$ cat config.mk
export PLATFORM = sky130hd
export DESIGN_NAME = probe_io_core
export DESIGN_NICKNAME = d
export VERILOG_FILES = /design/src/rtl/io_core_pkg.sv /design/src/rtl/probe_io_core.sv
export SDC_FILE = /design/constraint.sdc
export NUM_CORES = 1
export LEC_CHECK = 0
export BUFFER_PORTS_ARGS = -buffer_cell sky130_fd_sc_hd__buf_2
export CORE_UTILIZATION = 55
export CTS_CLUSTER_SIZE = 8
export DETAILED_ROUTE_END_ITERATION = 16
export GPL_ROUTABILITY_DRIVEN = 0
export PLACE_DENSITY = 0.82
export SYNTH_ARGS = -nofsm -noshare
export SYNTH_HDL_FRONTEND = slang
export SYNTH_SLANG_ARGS = --single-unit
$ cat constraint.sdc
create_clock -name clk -period 4 [get_ports clk]
set_clock_uncertainty 0.1 [all_clocks]
set_input_delay 0.8 -clock clk [delete_from_list [all_inputs] [get_ports clk]]
set_output_delay 0.8 -clock clk [all_outputs]
set_load 0.01 [all_outputs]
$ cat src/rtl/io_core_pkg.sv
// Shared constants for the probe I/O core: register offsets and bus width.
package io_core_pkg;
  localparam int BUS_W       = 16;
  localparam int STROBE_OFS  = 0;
  localparam int COUNT_OFS   = 1;
  localparam int IN_BASE_OFS = 2;
endpackage

$ cat src/rtl/probe_io_core.sv
// Bus-attached probe core: snoops a pass-through bus, owns a small register window,
// and atomically captures input probes / updates output probes on a strobe write.
module probe_io_core
  import io_core_pkg::*;
#(
  parameter int BASE_ADDR = 0,
  parameter int N_IN      = 4,
  parameter int IN_W      = 8,
  parameter int N_OUT     = 4,
  parameter int OUT_W     = 8,
  parameter logic [OUT_W-1:0] OUT_INIT = '0
) (
  input  logic                   clk,
  input  logic                   rst,
  input  logic [N_IN*IN_W-1:0]   probe_in,
  output logic [N_OUT*OUT_W-1:0] probe_out,
  input  logic [BUS_W-1:0]       addr_i,
  input  logic [BUS_W-1:0]       wdata_i,
  input  logic [BUS_W-1:0]       rdata_i,
  input  logic                   rw_i,
  input  logic                   valid_i,
  output logic [BUS_W-1:0]       addr_o,
  output logic [BUS_W-1:0]       wdata_o,
  output logic [BUS_W-1:0]       rdata_o,
  output logic                   rw_o,
  output logic                   valid_o
);

  localparam int LAST         = 1 + N_IN + N_OUT;
  localparam int OUT_BASE_OFS = IN_BASE_OFS + N_IN;
  localparam logic [16:0] BASE17 = 17'(BASE_ADDR);
  localparam logic [16:0] LAST17 = 17'(BASE_ADDR + LAST);

  if (N_IN < 1 || N_IN > 16 || IN_W < 1 || IN_W > 16 ||
      N_OUT < 1 || N_OUT > 16 || OUT_W < 1 || OUT_W > 16 ||
      BASE_ADDR < 0 || BASE_ADDR + LAST > 65535) begin : g_param_check
    $fatal(1, "probe_io_core: parameter out of legal range");
  end

  logic [16:0]      addr17, ofs;
  logic             owned, rd_hit, wr_hit, strobe;
  logic [BUS_W-1:0] count, rd_val;
  logic [IN_W-1:0]  in_buf  [N_IN];
  logic [OUT_W-1:0] out_buf [N_OUT];

  // 17-bit compare keeps the window check safe near the top of the address space
  assign addr17 = {1'b0, addr_i};
  assign ofs    = addr17 - BASE17;
  assign owned  = valid_i && (addr17 >= BASE17) && (addr17 <= LAST17);
  assign rd_hit = owned && !rw_i;
  assign wr_hit = owned && rw_i;
  assign strobe = wr_hit && (ofs == 17'(STROBE_OFS)) && wdata_i[0];

  always_ff @(posedge clk) begin
    if (rst)         count <= '0;
    else if (strobe) count <= count + 16'd1;
  end

  for (genvar k = 0; k < N_IN; k++) begin : g_in
    logic [IN_W-1:0] cap_q;
    always_ff @(posedge clk) begin
      if (rst)         cap_q <= '0;
      else if (strobe) cap_q <= probe_in[k*IN_W +: IN_W];
    end
    assign in_buf[k] = cap_q;
  end

  // Output buffers stage writes; probes only move together on a strobe
  for (genvar k = 0; k < N_OUT; k++) begin : g_out
    logic [OUT_W-1:0] buf_q, probe_q;
    always_ff @(posedge clk) begin
      if (rst) begin
        buf_q   <= OUT_INIT;
        probe_q <= OUT_INIT;
      end else begin
        if (wr_hit && ofs == 17'(OUT_BASE_OFS + k)) buf_q <= wdata_i[OUT_W-1:0];
        if (strobe) probe_q <= buf_q;
      end
    end
    assign out_buf[k] = buf_q;
    assign probe_out[k*OUT_W +: OUT_W] = probe_q;
  end

  always_comb begin
    rd_val = '0;
    if (ofs == 17'(COUNT_OFS)) rd_val = count;
    for (int k = 0; k < N_IN; k++)
      if (ofs == 17'(IN_BASE_OFS + k)) rd_val = 16'(in_buf[k]);
    for (int k = 0; k < N_OUT; k++)
      if (ofs == 17'(OUT_BASE_OFS + k)) rd_val = 16'(out_buf[k]);
  end

  always_ff @(posedge clk) begin
    if (rst) begin
      addr_o  <= '0;
      wdata_o <= '0;
      rdata_o <= '0;
      rw_o    <= 1'b0;
      valid_o <= 1'b0;
    end else begin
      addr_o  <= addr_i;
      wdata_o <= wdata_i;
      rdata_o <= rd_hit ? rd_val : rdata_i;
      rw_o    <= rw_i;
      valid_o <= valid_i;
    end
  end

endmodule
[Word-level counts from Yosys, hierarchy flattened]
Cells that the tools add are included.
Storage, ports and cells
  word-level logic and storage cells: 52
  flip-flop bits (word level): 162
  output and inout port bits: 82
Cells by class
  reduce and logical (&&, ||, !) cells: 12
  add/subtract/negate cells: 1
  $lt $le $gt $ge: 2
  muxes and demuxes: 10
  eq/ne operators: 9
Operators with widths (count)
  $mux W16: 10
  $eq A16 B3 Y1 const B: 4
  $eq A16 B2 Y1 const B: 2
  $eq A16 B4 Y1 const B: 2
  $logic_not A17 Y1: 1
  $add A16 B1 Y16 const B: 1
  $eq A16 B1 Y1 const B: 1
  $ge A16 B1 Y1 const B: 1
  $le A16 B4 Y1 const B: 1
  $logic_and A1 B1 Y1: 10
  $logic_not A1 Y1: 1

[Longest topological paths before layout]
  word-level depth: 11
  gate-level depth with buffers: 8

[Least setup slack after synthesis]
No wires, ideal clock.
  path type: input to register
  start: in addr_i[12]
  end: reg g_out[1].buf_q[0]
  setup slack: 1.144 ns
  path buffers: 0
  arrival: 2.628 ns
  stages on the path: 5
  library setup time: 0.128 ns
  required time: 3.772 ns
  path through: or4_4 > or3_4 > nor4_4 > mux2i_1 > nor2_1
Between the ends
  longest elaborated chain between the ends: 5
  elaborated cells between the ends (all ways): 7
RTL lines
  start, declared: line probe_io_core.sv:17  | input logic [BUS_W-1:0] addr_i,
  $ge A16 B1 Y1: line probe_io_core.sv:49  | assign owned = valid_i && (addr17 >= BASE17) && (addr17 <= LAST17);
  $logic_and A1 B1 Y1 (2 in series): line probe_io_core.sv:49
  $logic_and A1 B1 Y1: line probe_io_core.sv:51  | assign wr_hit = owned && rw_i;
  $logic_and A1 B1 Y1 *: line probe_io_core.sv:76  | if (wr_hit && ofs == 17'(OUT_BASE_OFS + k)) buf_q <= wdata_i[OUT_W-1:0];
  end signal, assigned: line probe_io_core.sv:76
  end, declared: line probe_io_core.sv:70  | logic [OUT_W-1:0] buf_q, probe_q;
Every way passes the cells marked *; elsewhere a longest branch is shown, timed or not.
A chain may end at the register's enable or synchronous reset.

[Worst setup path after layout]
  start: in addr_i[7]
  end: reg g_out[0].probe_q[1]
Between the ends
  longest elaborated chain between the ends: 6
  elaborated cells between the ends (all ways): 8
RTL lines
  $ge A16 B1 Y1: line probe_io_core.sv:49
  $logic_and A1 B1 Y1 (2 in series): line probe_io_core.sv:49
  $logic_and A1 B1 Y1: line probe_io_core.sv:51
  $logic_and A1 B1 Y1 * (2 in series): line probe_io_core.sv:52  | assign strobe = wr_hit && (ofs == 17'(STROBE_OFS)) && wdata_i[0];
  end signal, assigned: line probe_io_core.sv:77  | if (strobe) probe_q <= buf_q;
  end, declared: line probe_io_core.sv:70
Marked as above.

==> flow_summary.yaml <==
detailed_routing:
  vias: 5795
  drc_errors: 0
  avgViaCountPerCell: 5.69
  postRouteAntennaNets: 0
  post_drt_wl_per_cell_um: 16.6
  routed_wl_um: 16900
  drt-initial-drc-count: 587
  firstDrtPassIters: 5
global_routing:
  met2_usage_pct: 46.7
  use_met3_pct: 7.94
  use_met1_pct: 36.0
  grt_usage_pct: 28.9
  grt_max_degree: 89
  busiest_layer: "met2"
  grt_pass1_wl_um: 26300
  grt_pass1_vias: 5427
  antenna_found_initial: 0
  overflow: 0
logic_synthesis:
  yosys.area.top_type_share_pct: 51.1
  syn-num-nets: 809
  synth_edf_count: 0
  synth.avg_cell_area_um2: 8.77
  synth.most_common_cell: "nand2_1"
  ys_ff_latch: 162
  ys_warn_count: 0
  synth_cell_types: 48
  yosysSeqAreaShare_pct: 51.1
  synthArstFlopShare_pct: 0
  synth.largest_area_cell: "dfxtp_1"
  syn_inst: 724
  syn_area_um2: 6350
  synth.area.top_cells: "dfxtp_1 51%, nand2_1 10%, a21oi_1 7.2%, mux2i_1 5.0%, nor2b_1 3.4%"
  synth_common_cells: "169 x nand2_1, 162 x dfxtp_1, 91 x a21oi_1"
  synth_top_flop_cell: "dfxtp_1"
worst_setup_path:
  crit_family: "simple AND/OR/NAND/NOR gates"
  cp_slowest_cell: "or4_1"
  critPathRequiredTime_ns: 4.25
  crit_buf_inv: 2
  max_stage_delay_ns: 0.63
  critPathCaptureType: "flip-flop"
  critPathArrivalTime_ns: 3.20
  path_cells: "buf_2, or4_1, nor3_2, and3_2, buf_4, nand2_1, a21oi_1"
  worst_setup_path_start_kind: "input port"
  cp_max_fo: 26
  crit_type: "input port to flip-flop"
job:
  max-cap-violations: 0
cts:
  clockRootBuffer: "clkbuf_16"
  cts_made_buffers: 17
  ctsHoldBuffers: 0
  cts_tree: "done"
  numClockSinks: 162
  ctsResizeCount: 0
  cts.clk_slew.worst_paths_ns: 0.06
  cts_setup_buffers: 0
  clock_path_buffers: 2
  clock_latency_ns: 0.43
  htreeDepth: 4
floorplanning:
  die_h_um: 109
  start_util_pct: 57.5
  die-area_um2: 12000
  core_um2: 11000
  row_count: 38
  die_w_um: 109
  pin_count: 166
power:
  p_per_area_nw_per_um2: 447
  ir_drop_uv: 302
  p_leak_nw: 3.14
timing:
  max_slew.worst_pin.slew_ns: 0.907
  fmax_mhz: 339
  slew_violations: 0
  layout_min_cycle_time_ns: 2.95
  period_share_pct: 73.8
  slew_headroom_pct: 39.5
  rsz0062_at_grt: "no"
  hold_viol_final: 0
  finalSetupViolCount: 0
  tns_ns: 0
cells_and_area:
  syn_to_final_growth_pct: 23.9
  fin_nets: 951
  n_antenna_cell: 0
  stdcell_count: 1018
  drive_above_1_share_pct: 26.1
hold_path:
  min_path_type: "flip-flop to flip-flop"
placed_design:
  io_buffers: 165
  dp_hpwl_um: 11700
  dp_cells: 987
status:
  status: "finished clean"
-- state kept, by name, summed over array words and instances, names as in the netlist --
signal	cells
addr_o	16
count	16
g_in.cap_q	32
g_out.buf_q	32
g_out.probe_q	32
rdata_o	16
rw_o	1
valid_o	1
wdata_o	16
-- final timing paths --
path / cells past startpoint / slack (ns) / startpoint / endpoint
worst max-delay path: 7 / 1.05 / addr_i[7] / g_out[0].probe_q[1]$_SDFFE_PP0P_
worst min-delay path: 2 / 0.35 / g_out[3].probe_q[6]$_SDFFE_PP0P_ / g_out[3].probe_q[6]$_SDFFE_PP0P_
worst max register to register: 5 / 2.00 / count[0]$_SDFFE_PP0P_ / count[10]$_SDFFE_PP0P_
worst min register to register: 2 / 0.35 / g_out[3].probe_q[6]$_SDFFE_PP0P_ / g_out[3].probe_q[6]$_SDFFE_PP0P_
-- power by group --
group,switching (mW),leakage (nW),internal (mW),total [mW]
logic,0.112,1.54,0.0793,0.191
registers,0.00603,1.32,1.64,1.65
clock network,0.665,0.280,1.01,1.68
-- final cells by class --
cell class | count | area [µm²]
Sequential cell | 162 | 3240
Clock buffer | 19 | 453
Timing Repair Buffer | 174 | 921
Tap cell | 140 | 175
Fill cell | 844 | 3170
Multi-Input combinational cell | 508 | 2900
Clock inverter | 12 | 158
Inverter | 3 | 11.3
-- worst min-delay path, stage by stage (launching register included) --
cell and delay (ns):
dfxtp_1 0.30, nand2_1 0.05, a21oi_1 0.05
-- stage by stage --
step / setup WS, ns / area (µm²) / hold slack, ns / util, % / power [mW]
global route: 0.839 / 7860 / 0.362 / 71.3 / 3.60
floorplan: 1.14 / 6350 / 0.328 / - / 1.77
global placement: 0.757 / 7250 / 0.335 / 65.8 / 1.87
finish: 1.05 / 7860 / 0.348 / 71.3 / 3.51
detailed placement: 0.637 / 7250 / 0.341 / 65.8 / 1.87
CTS: 1.07 / 7860 / 0.350 / 71.3 / 3.51
-- placed cells by master, fill, tap and decap left out, types with 2 or more instances in the layout --
master and count:
a221oi_1 8, nand4_1 7, and3b_1 2, a2bb2oi_1 7, xor2_1 10, nand4bb_1 2
nor3_1 4, nor2_1 44, a21boi_1 2, clkbuf_8 2, nor2b_1 35, nand3b_1 2
nor4_2 2, or4_1 2, nand3_1 19, o211ai_1 7, bufinv_16 3, nand2_1 169
nor3b_1 2, o21ai_0 3, a21oi_1 91, mux2_2 10, nor3_2 2, buf_2 164
clkinvlp_4 6, dfxtp_1 162, nor4_1 2, inv_1 2, o32a_1 7, buf_4 8
mux2i_1 32, a21boi_0 5, a311oi_1 7, and2_1 2, or3b_2 2, buf_12 2
and3_1 5, or4_4 2, clkbuf_16 17
-- metal layers --
metal / share of wire [%] / wire length [µm]
met2: 46 / 7830
met5: 0 / 0
met4: 3.2 / 535
met1: 41 / 6920
met3: 9.5 / 1610
-- kinds of logic (layout without fill, tap and decap cells) --
logic type | count (synthesis) | in the layout | share of synthesized area (%)
AO/OA/AOI/OAI | 141 | 141 | 13.7
XOR/XNOR | 11 | 11 | 1.52
adder cells (fa/ha/maj) | 1 | 1 | 0.197
buffers and inverters | 54 | 208 | 3.35
flip-flops | 162 | 162 | 51.1
multiplexers | 42 | 42 | 6.82
AND/OR/NAND/NOR | 313 | 313 | 23.3
Note: power is estimated with default switching activity, not from simulation.
